--- src/rtl/mul_seq_if.sv ---
// Handshake and operand/result bundle between the control unit and the multiplier.
interface mul_seq_if #(
  parameter int unsigned BUS_WIDTH = 16
);
  logic                     start;
  logic [BUS_WIDTH-1:0]     a;
  logic [BUS_WIDTH-1:0]     b;
  logic [2*BUS_WIDTH-1:0]   product;
  logic                     busy;
  logic                     done;
  logic                     overflow;

  // Control unit side: issues operands and start, observes result and status.
  modport master (
    output start, a, b,
    input  product, busy, done, overflow
  );

  // Multiplier side.
  modport slave (
    input  start, a, b,
    output product, busy, done, overflow
  );
endinterface

--- src/rtl/mul_seq.sv ---
// Iterative shift-and-add unsigned multiplier: one add per cycle, BUS_WIDTH
// iterations per product, start/busy/done handshake.
module mul_seq #(
  parameter int unsigned BUS_WIDTH = 16
) (
  input logic       clk,
  input logic       reset,
  mul_seq_if.slave  bus
);

  localparam int unsigned W  = BUS_WIDTH;
  localparam int unsigned SW = W + 1;
  localparam int unsigned PW = 2 * W;
  localparam int unsigned CW = $clog2(W) + 1;

  typedef enum logic [1:0] {
    S_IDLE = 2'd0,
    S_RUN  = 2'd1,
    S_DONE = 2'd2
  } state_e;

  state_e          state_q,    state_d;
  logic [W-1:0]    mcand_q,    mcand_d;
  logic [W-1:0]    acc_hi_q,   acc_hi_d;
  logic [W-1:0]    acc_lo_q,   acc_lo_d;
  logic [CW-1:0]   count_q,    count_d;
  logic [PW-1:0]   product_q,  product_d;
  logic            overflow_q, overflow_d;
  logic            busy_q,     busy_d;
  logic            done_q,     done_d;

  // {carry, sum} of the iteration adder and the right-shifted accumulator.
  logic [SW-1:0]   add_c;
  logic [PW-1:0]   shifted_c;

  // Next-state, datapath iteration and registered status decode.
  always_comb begin
    state_d    = state_q;
    mcand_d    = mcand_q;
    acc_hi_d   = acc_hi_q;
    acc_lo_d   = acc_lo_q;
    count_d    = count_q;
    product_d  = product_q;
    overflow_d = overflow_q;

    // Carry is kept in the top bit so it shifts into acc_hi, never lost.
    add_c     = SW'(acc_hi_q) + SW'(acc_lo_q[0] ? mcand_q : {W{1'b0}});
    shifted_c = {add_c, acc_lo_q[W-1:1]};

    unique case (state_q)
      S_IDLE, S_DONE: begin
        if (bus.start) begin
          mcand_d  = bus.a;
          acc_lo_d = bus.b;
          acc_hi_d = '0;
          count_d  = '0;
          state_d  = S_RUN;
        end else begin
          state_d  = S_IDLE;
        end
      end
      S_RUN: begin
        acc_hi_d = shifted_c[PW-1:W];
        acc_lo_d = shifted_c[W-1:0];
        count_d  = count_q + CW'(1);
        // Last iteration: publish the shifted value as the product.
        if (count_q == CW'(W - 1)) begin
          product_d  = shifted_c;
          overflow_d = |shifted_c[PW-1:W];
          state_d    = S_DONE;
        end
      end
      default: state_d = S_IDLE;
    endcase

    busy_d = (state_d == S_RUN);
    done_d = (state_d == S_DONE);
  end

  // State and output registers; synchronous reset discards any in-flight op.
  always_ff @(posedge clk) begin
    if (reset) begin
      state_q    <= S_IDLE;
      mcand_q    <= '0;
      acc_hi_q   <= '0;
      acc_lo_q   <= '0;
      count_q    <= '0;
      product_q  <= '0;
      overflow_q <= 1'b0;
      busy_q     <= 1'b0;
      done_q     <= 1'b0;
    end else begin
      state_q    <= state_d;
      mcand_q    <= mcand_d;
      acc_hi_q   <= acc_hi_d;
      acc_lo_q   <= acc_lo_d;
      count_q    <= count_d;
      product_q  <= product_d;
      overflow_q <= overflow_d;
      busy_q     <= busy_d;
      done_q     <= done_d;
    end
  end

  assign bus.product  = product_q;
  assign bus.overflow = overflow_q;
  assign bus.busy     = busy_q;
  assign bus.done     = done_q;

endmodule

--- src/flat_wrapper.sv ---
// flat-port wrapper written by rule: the top's interface ports become plain ports
module mul_seq_flat 
#(
  parameter int unsigned BUS_WIDTH = 16
)
  (clk, reset, bus_start, bus_a, bus_b, bus_product, bus_busy, bus_done, bus_overflow);
  mul_seq_if #(.BUS_WIDTH(BUS_WIDTH)) bus_i ();
  input logic clk;
  input logic reset;
  input wire logic [$bits(bus_i.start)-1:0] bus_start;
  input wire logic [$bits(bus_i.a)-1:0] bus_a;
  input wire logic [$bits(bus_i.b)-1:0] bus_b;
  output wire logic [$bits(bus_i.product)-1:0] bus_product;
  output wire logic [$bits(bus_i.busy)-1:0] bus_busy;
  output wire logic [$bits(bus_i.done)-1:0] bus_done;
  output wire logic [$bits(bus_i.overflow)-1:0] bus_overflow;
  assign bus_i.start = bus_start;
  assign bus_i.a = bus_a;
  assign bus_i.b = bus_b;
  assign bus_product = bus_i.product;
  assign bus_busy = bus_i.busy;
  assign bus_done = bus_i.done;
  assign bus_overflow = bus_i.overflow;
  mul_seq #(.BUS_WIDTH(BUS_WIDTH)) u_core (.clk(clk), .reset(reset), .bus(bus_i));
endmodule
--- config.mk ---
export PLATFORM = sky130hd
export DESIGN_NAME = mul_seq_flat
export DESIGN_NICKNAME = d
export VERILOG_FILES = /design/src/rtl/mul_seq_if.sv /design/src/rtl/mul_seq.sv /design/src/flat_wrapper.sv
export SDC_FILE = /design/constraint.sdc
export NUM_CORES = 1
export LEC_CHECK = 0
export ABC_AREA = 1
export CAP_MARGIN = 20
export CELL_PAD_IN_SITES_DETAIL_PLACEMENT = 0
export CELL_PAD_IN_SITES_GLOBAL_PLACEMENT = 1
export CORE_AREA = 5 5 91 157
export CTS_BUF_LIST = sky130_fd_sc_hd__clkbuf_16
export CTS_CLUSTER_SIZE = 28
export DETAILED_ROUTE_END_ITERATION = 6
export DIE_AREA = 0 0 96 162
export GPL_ROUTABILITY_DRIVEN = 0
export GPL_TIMING_DRIVEN = 0
export PLACE_DENSITY_LB_ADDON = 0.12
export SLEW_MARGIN = 20
export SYNTH_ARGS = -nofsm -noshare
export SYNTH_HDL_FRONTEND = slang
export SYNTH_SLANG_ARGS = --single-unit
--- constraint.sdc ---
create_clock -name clk -period 3.05 [get_ports clk]
set_clock_uncertainty 0.1 [all_clocks]
set_input_delay 0.61 -clock clk [delete_from_list [all_inputs] [get_ports clk]]
set_output_delay 0.61 -clock clk [all_outputs]
set_load 0.01 [all_outputs]
==> reports/qor.yml, run 1 <==
rows: 55
yosysWarnings: 0
drtAntennaViolNets: 0
cts_tree: "done"
dr_total_vias: 4208
min_from: "u_core.acc_hi_q[8]"
wl_mm: 13.6
grt-ovfl-total: 0
crit_path_end_kind: "flip-flop"
antenna_found_initial: 0
antenna_cells: 0
place_ws_ps: -130
yosysMostFrequentCell: "nand2_1"
globalRouteTotalUtil: 0.188
synth-async-reset-ratio: 0
worstPathArrival_ps: 2870
drv_cap: 0
cts-root-buf: "clkbuf_16"
drive_gt1_frac: 0.0579
period_share: 0.894
synth.area.top_cells: "dfxtp_1 41%, nand2_1 13%, nor2_1 7.4%"
synth_top_area_frac: 0.410
viasPerCell: 4.79
synth_common_cells: "149 x nand2_1, 90 x dfxtp_1, 86 x nor2_1, 75 x inv_1, 57 x nand3_1"
holdCritPathClass: "reg2reg"
powerDensity_nw_per_um2: 467
wire_per_inst_um: 15.5
portBuffers: 68
clkTransAtPathRegs_ps: 70
maxSlewHeadroom: 0.530
cts.sinks: 90
setup_viol: 0
grt_pass1_wl_mm: 22.0
area_growth_syn_to_layout_pct: 26.7
ys_seq_area_frac: 0.410
grt_max_degree: 18
die_h_um: 162
yosysTopAreaCell: "dfxtp_1"
cts_made_buffers: 9
drc: 0
synth_cell_types: 35
leakagePower_nw: 2.45
path_class: "reg2reg"
fp.dieW_um: 96
ys_seq_elements: 90
htree_levels: 3
cts_resized: 0
clockBufferDepth: 2
crit_required_ps: 3190
clock.fmax_ghz: 0.367
start_util: 0.343
whs_ps: 370
synthCells: 627
syn_area_um2: 4390
tightest_slew_ps: 704
p_total_w: 0.00259
startpoint: "u_core.acc_lo_q[0]"
dr.pass1.iters: 4
setup_ws_ps: 324
clkLatencyLatePin_ps: 340
dp_hpwl_mm: 10.8
rsz0062_at_grt: "no"
drtIter0Drc: 152
r2r_start: "u_core.acc_lo_q[0]"
synth_enable_flop_cells: 0
final_max_slew_viol_count: 0
core_area_um2: 12800
worst-path-max-fanout: 17
ir_drop_uv: 308
ios: 70
avgSynthCellArea_um2: 7.00
start_kind: "flip-flop"
cts_setup_buffers: 0
grt_pass1_vias: 4405
ys.flop_type: "dfxtp_1"
fin_crit_ps: 2730
syn_nets: 681
nets: 758
die_area_um2: 15600
status: "complete, no violations"
hold_viol: 0
postCtsHoldBufs: 0
==> cell usage in the layout (no fill, tap or decap), types with 17 or more instances in the layout <==
master | netlist | layout
nand2_1 | 149 | 149
o21ai_0 | 22 | 22
clkdlybuf4s50_1 | 0 | 68
dfxtp_1 | 90 | 89
o21ai_1 | 20 | 20
inv_1 | 75 | 75
ha_1 | 18 | 18
a221oi_1 | 17 | 17
nand3_1 | 57 | 57
nor2_1 | 86 | 86
a21oi_1 | 29 | 29
==> flip-flops by register name (all words and copies together), names as in the netlist <==
register / count
u_core.state_q: 2
u_core.bus.product: 32
u_core.acc_lo_q: 16
u_core.acc_hi_q: 16
u_core.bus.done: 1
u_core.count_q: 5
u_core.bus.overflow: 1
u_core.mcand_q: 16
u_core.bus.busy: 1
==> kinds of logic after synthesis <==
| logic type | Yosys count | synth area share |
|---|---|---|
| buffers and inverters | 108 | 0.0966 |
| AND/OR/NAND/NOR | 311 | 0.303 |
| AO/OA/AOI/OAI | 98 | 0.132 |
| flip-flops | 90 | 0.410 |
| XOR/XNOR | 1 | 0.00200 |
| adder cells (fa/ha/maj) | 19 | 0.0559 |
==> worst paths after layout <==
kind	cells past startpoint	endpoint	slack, ps
setup / recovery	14	u_core.bus.overflow	320
hold / removal	2	u_core.acc_hi_q[8]	370
setup reg to reg	14	u_core.bus.overflow	320
hold reg to reg	2	u_core.acc_hi_q[8]	370
==> worst max-delay path, cell delays in order, from the launching register on <==
cell and delay [ps]:
dfxtp_2 440, nand2_1 110, inv_1 70, ha_1 210
fa_1 430, nand3_1 130, nand2_1 110, nand2_1 100
nand2_1 80, a21oi_1 380, nand3_1 140, nor2_1 140
nand3_1 100, nand2_1 60, inv_1 30
==> metrics by stage <==
| stage | utilization | setup TNS, ps | cell area, um^2 | instances |
|---|---|---|---|---|
| 2_1_floorplan | - | 0 | 4390 | 627 |
| 3_3_place_gp | 0.413 | -110 | 5280 | 866 |
| 3_5_place_dp | 0.413 | -130 | 5280 | 866 |
| 4_1_cts | 0.434 | 0 | 5560 | 879 |
| 5_1_grt | 0.434 | 0 | 5560 | 879 |
| 6_report | 0.434 | 0 | 5560 | 879 |
==> layout make-up <==
class	instances	area, um^2
Clock buffer	9	225
Timing Repair Buffer	68	681
Inverter	80	300
Fill cell	1421	7240
Buffer	26	116
Sequential cell	90	1800
Clock inverter	6	57.6
Multi-Input combinational cell	429	2160
Tap cell	171	214
==> layer usage <==
layer | track usage | part of all wire | wire length [um] | up-vias
met5 | 0 | 0 | 0 | -
met4 | 0.0984 | 0.047 | 642 | 0
met3 | 0.0343 | 0.033 | 447 | 29
met2 | 0.351 | 0.55 | 7530 | 79
met1 | 0.189 | 0.37 | 5030 | 1930
li1 | - | - | - | 2170
==> power by group <==
part | internal, W | switching [W] | total [W]
Sequential | 0.00121 | 0.0000247 | 0.00124
Clock | 0.000626 | 0.000476 | 0.00110
Combinational | 0.0000992 | 0.000155 | 0.000255
Power figures use the tool's default switching activity.
==> run 2: changes to the inputs <==
--- a/config.mk
+++ b/config.mk
@@ -7,13 +7,13 @@
 export LEC_CHECK = 0
 export ABC_AREA = 1
 export CAP_MARGIN = 20
-export CELL_PAD_IN_SITES_DETAIL_PLACEMENT = 0
-export CELL_PAD_IN_SITES_GLOBAL_PLACEMENT = 1
-export CORE_AREA = 5 5 91 157
+export CELL_PAD_IN_SITES_DETAIL_PLACEMENT = 1
+export CELL_PAD_IN_SITES_GLOBAL_PLACEMENT = 2
+export CORE_AREA = 5 5 98 169
 export CTS_BUF_LIST = sky130_fd_sc_hd__clkbuf_16
 export CTS_CLUSTER_SIZE = 28
 export DETAILED_ROUTE_END_ITERATION = 6
-export DIE_AREA = 0 0 96 162
+export DIE_AREA = 0 0 103 174
 export GPL_ROUTABILITY_DRIVEN = 0
 export GPL_TIMING_DRIVEN = 0
 export PLACE_DENSITY_LB_ADDON = 0.12
==> run 2 against run 1 <==
Count of clock-buffer cells in the layout did not move. Sequential power barely moved. Register-to-register slack got worse by 110 ps. Utilization fell by 6.6 points. First-iteration DRC count fell by 13%. Total power rose by 0.30%. Critical path depth rose by 3. Routed wire length rose by 15%. Sequential share of layout area fell by 0.20 points. Critical path type unchanged. Highest routed layer unchanged.
==> reports/qor.yml, run 2 (synthesis results as in run 1) <==
worstPathArrival_ps: 2980
die_area_um2: 17900
start_kind: "flip-flop"
antenna_cells: 0
place_ws_ps: -240
wl_mm: 15.6
clockBufferDepth: 2
ir_drop_uv: 227
core_area_um2: 15200
setup_viol: 0
portBuffers: 68
p_total_w: 0.00260
final_common_cell: "nand2_1"
crit_required_ps: 3190
layout_common_cells: "149 x nand2_1, 90 x dfxtp_1, 86 x nor2_1"
antenna_found_initial: 0
grt_pass1_vias: 4809
n_fill_cell: 1911
drive_gt1_frac: 0.0634
area_growth_syn_to_layout_pct: 27.4
wire_per_inst_um: 17.5
crit_path_end_kind: "flip-flop"
dr.pass1.iters: 4
holdCritPathClass: "reg2reg"
cts-root-buf: "clkbuf_16"
rr_worst_depth: 17
placed_area_um2: 5300
drtAntennaViolNets: 0
final_max_slew_viol_count: 0
period_share: 0.931
endpoint: "u_core.bus.overflow"
regArea_um2: 1800
cts.sinks: 90
r2r_start: "u_core.acc_lo_q[0]"
clkTransAtPathRegs_ps: 70
leakagePower_nw: 2.46
worst-path-max-fanout: 10
path_class: "reg2reg"
cts_made_buffers: 9
powerDensity_nw_per_um2: 465
start_util: 0.289
nets: 759
maxSlewHeadroom: 0.523
multi_input_area_um2: 2170
clock.fmax_ghz: 0.352
fp.dieW_um: 103
tightest_slew_ps: 715
drv_cap: 0
grt_pass1_wl_mm: 24.8
largest_reg_flops: 32
status: "complete, no violations"
drtIter0Drc: 133
setup_ws_ps: 209
ios: 70
postCtsHoldBufs: 0
rows: 60
htree_levels: 3
clkLatencyLatePin_ps: 350
grt-ovfl-total: 0
r2r-end: "u_core.bus.overflow"
die_h_um: 174
r2r_slack_ps: 210
final_area_um2: 5590
viasPerCell: 4.84
fin_tns_setup_ps: 0
rsz0062_at_grt: "no"
cts_tree: "done"
startpoint: "u_core.acc_lo_q[0]"
fin_crit_ps: 2840
drc: 0
dr_total_vias: 4341
dp_hpwl_mm: 12.5
grt_max_degree: 17
hold_viol: 0
globalRouteTotalUtil: 0.183
## run 2: cell types whose count changed in the layout (fill, tap and decap cells not counted), sizes merged
cell	before	now
bufinv	1	0
clkbuf	24	25
clkinv	3	2
inv	81	84
## run 2: report_power, final
group | switching (W) | leakage (nW) | total (W) | internal [W]
clock | 0.000536 | 0.140 | 0.00110 | 0.000563
combinational | 0.000166 | 1.59 | 0.000268 | 0.000101
sequential | 0.0000229 | 0.732 | 0.00124 | 0.00121
total | 0.000725 | 2.46 | 0.00260 | 0.00188
## run 2: worst min-delay path by stage
stage | slack [ps] | startpoint | cells past startpoint | end
floorplan | 340 | u_core.count_q[3] | 1 | u_core.count_q[3]
global placement | 360 | u_core.acc_hi_q[0] | 2 | u_core.acc_hi_q[0]
detailed placement | 360 | u_core.count_q[3] | 1 | u_core.count_q[3]
CTS | 370 | u_core.acc_hi_q[4] | 2 | u_core.acc_hi_q[4]
global route | 390 | u_core.count_q[3] | 1 | u_core.count_q[3]
finish | 370 | u_core.acc_hi_q[4] | 2 | u_core.acc_hi_q[4]
## run 2: layout make-up
cell class,instances,area share
Sequential cell,90,0.322
Tap cell,186,0.0416
Buffer,27,0.0233
Clock inverter,7,0.00962
Clock buffer,9,0.0403
Multi-Input combinational cell,429,0.388
Timing Repair Buffer,68,0.122
Inverter,80,0.0537
## run 2: stage by stage
step / hold slack, ps / std cells / util
after detailed placement: 362 / 881 / 0.350
after CTS: 374 / 897 / 0.369
final: 371 / 896 / 0.369
after global routing: 394 / 896 / 0.369
after global placement: 357 / 881 / 0.350
after floorplan: 337 / 627 / -
## run 2: critical path, stage by stage, from the launching register on
cell and delay, ps:
dfxtp_1 430, clkbuf_8 240, nand2_1 70, inv_1 60, ha_1 220, fa_1 430, nand3_1 130, nand2_1 120
nand2_1 100, nand2_1 100, nand2_1 70, nand2_1 160, nor2_1 130, nand3_1 80, nor2_1 120, nand3_1 80
nand2_1 70, inv_1 30
## run 2: what timing repair did
item / in CTS / in global routing
setup endpoints to repair: 4 / 1
pin swaps: 0 / 0
gates resized for setup: 4 / 0
buffers inserted: 0 / 0
gates cloned: 0 / 0
hold endpoints to repair: 0 / 0
## run 2: per-layer routing
layer	track usage	vias up	share of wire
met1	0.180	2058	0.36
met2	0.350	75	0.56
met4	0.0908	0	0.047
li1	-	2173	-
met3	0.0301	35	0.027
met5	0	-	0
==> run 3: changes to the inputs <==
--- a/config.mk
+++ b/config.mk
@@ -14,7 +14,6 @@
 export CTS_CLUSTER_SIZE = 28
 export DETAILED_ROUTE_END_ITERATION = 6
 export DIE_AREA = 0 0 103 174
-export GPL_ROUTABILITY_DRIVEN = 0
 export GPL_TIMING_DRIVEN = 0
 export PLACE_DENSITY_LB_ADDON = 0.12
 export SLEW_MARGIN = 20
==> results of run 3 <==
Final layout, timing and power as in run 2 (identical DEF).
==> variant (settings of run 1) <==
`BUS_WIDTH` is set to 16 in 3 places; all go to 8.
--- a/src/rtl/mul_seq_if.sv
+++ b/src/rtl/mul_seq_if.sv
@@ -1,6 +1,6 @@
 // Handshake and operand/result bundle between the control unit and the multiplier.
 interface mul_seq_if #(
-  parameter int unsigned BUS_WIDTH = 16
+  parameter int unsigned BUS_WIDTH = 8
 );
   logic                     start;
   logic [BUS_WIDTH-1:0]     a;
--- a/src/rtl/mul_seq.sv
+++ b/src/rtl/mul_seq.sv
@@ -1,7 +1,7 @@
 // Iterative shift-and-add unsigned multiplier: one add per cycle, BUS_WIDTH
 // iterations per product, start/busy/done handshake.
 module mul_seq #(
-  parameter int unsigned BUS_WIDTH = 16
+  parameter int unsigned BUS_WIDTH = 8
 ) (
   input logic       clk,
   input logic       reset,
--- a/src/flat_wrapper.sv
+++ b/src/flat_wrapper.sv
@@ -1,7 +1,7 @@
 // flat-port wrapper written by rule: the top's interface ports become plain ports
 module mul_seq_flat 
 #(
-  parameter int unsigned BUS_WIDTH = 16
+  parameter int unsigned BUS_WIDTH = 8
 )
   (clk, reset, bus_start, bus_a, bus_b, bus_product, bus_busy, bus_done, bus_overflow);
   mul_seq_if #(.BUS_WIDTH(BUS_WIDTH)) bus_i ();
Interface: changed (resized bus_a, bus_b and bus_product); port bits go from 70 to 38. The function was not compared with the original's and may differ.
==> variant against run 1 <==
Area after synthesis fell by 48%; sequential cell count fell by 41; maximum frequency rose by 17%; final area fell by 46%; cell count fell by 40%; core utilization fell by 20 points; total power fell by 47%; wire length fell by 44%; synthesized cell count fell by 50%; setup slack improved by 0.40 ns; critical path type unchanged; highest routed layer unchanged.
==> variant: results (changes against run 1) <==
stage,metric,value,unit,change
run_status,result of the run,"complete, no violations",,unchanged
synth,Mapped Nets,345,,was 681
grt,total routing usage reported by global routing,10.97,%,was 18.78%
grt,vias in the first global route,2196,,"was 4,405"
routing,Routed WL,7701,um,"was 13,650 um"
timing,minimum hold slack,0.3608,ns,was 0.3696 ns
worst_hold_path,sink of the worst hold path,u_core.count_q[3],,was u_core.acc_hi_q[8]
power,P_leak,0.001303,uW,was 0.002451 uW
placed_design,DP Wirelength,6021,um,"was 10,780 um"
worst_setup_path,cell with the largest stage delay on the worst path,sky130_fd_sc_hd__fa_1,,was sky130_fd_sc_hd__dfxtp_2
cells_and_area,number of filler cells placed in the layout,1505,,"was 1,421"
synth,largest cells by area after synthesis,"sky130_fd_sc_hd__dfxtp_1 (43%), sky130_fd_sc_hd__nand2_1 (15%), sky130_fd_sc_hd__nand3_1 (6.4%), sky130_fd_sc_hd__nor2_1 (5.6%), sky130_fd_sc_hd__inv_1 (5.3%)",,"was sky130_fd_sc_hd__dfxtp_1 (41%), sky130_fd_sc_hd__nand2_1 (13%), sky130_fd_sc_hd__nor2_1 (7.4%), sky130_fd_sc_hd__nand3_1 (6.5%), sky130_fd_sc_hd__inv_1 (6.4%)"
power,Pwr Density,458.2,mW/mm^2,was 466.6 mW/mm^2
cells_and_area,area occupied by multi-input gates,0.001104,mm^2,was 0.002163 mm^2
routing,vias after detailed routing,2089,,"was 4,208"
power,peak supply drop,0.2255,mV,was 0.3083 mV
cells_and_area,signal buffers share of area,13.67,%,was 14.33%
worst_setup_path,peak fanout along the critical path,9,,was 17
cells_and_area,number of multi-input combinational cells,218,,was 429
cells_and_area,sequential share of cell area,32.67,%,was 32.43%
timing,Worst Max-Slew Pin Slew,0.6625,ns,was 0.7043 ns
cells_and_area,final net count,388,,was 758
cells_and_area,max reg flops,16,,was 32
cells_and_area,share of post-route cells with drive strength above 1,8.333,%,was 5.791%
routing,average vias per placed instance,3.934,,was 4.787
worst_hold_path,critical hold path startpoint,u_core.count_q[3],,was u_core.acc_hi_q[8]
cells_and_area,non-clock inverter count,38,,was 80
grt,first-pass GRT wire length,12440,um,"was 22,050 um"
cts,H-Tree Depth,2,,was 3
worst_setup_path,data arrival at the endpoint of the critical path,2.42,ns,was 2.87 ns
synth,Yosys reg bits,49,,was 90
routing,Detailed Routing Iterations Pass 1,5,,was 4
timing,final worst path period need,2.328,ns,was 2.726 ns
[variant: logic make-up after synthesis]
logic type,Yosys count,synth area share [%]
AOI/OAI and AO/OA,45,11.94
xor gates and xnor gates,1,0.3834
adders and majority gates,10,5.805
buffers and inverters,49,8.762
DFF,49,42.94
and+or+nand+nor,162,30.18
[variant: worst max-delay path: cells and delay by family, from the launching register on]
kind	cells	cell delay, ns
fa+ha+maj	2	0.63
simple gates	6	0.61
xor+xnor	1	0.35
flops	1	0.30
buf+inv	2	0.25
[variant: routing by layer]
metal | part of all wire [%] | global-route usage [%] | routed length (um)
met2 | 58 | 20.51 | 4485
met5 | 0 | 0 | 0
met3 | 1.8 | 1.483 | 139
met4 | 2.0 | 4.858 | 157
met1 | 38 | 11.75 | 2918
[variant: report_power, final]
part	leakage, uW	total, uW	switching [uW]	internal (uW)
Clock	0.0000672	570	268	302
Sequential	0.000399	673	12.5	660
Combinational	0.000838	133	83.5	49.9
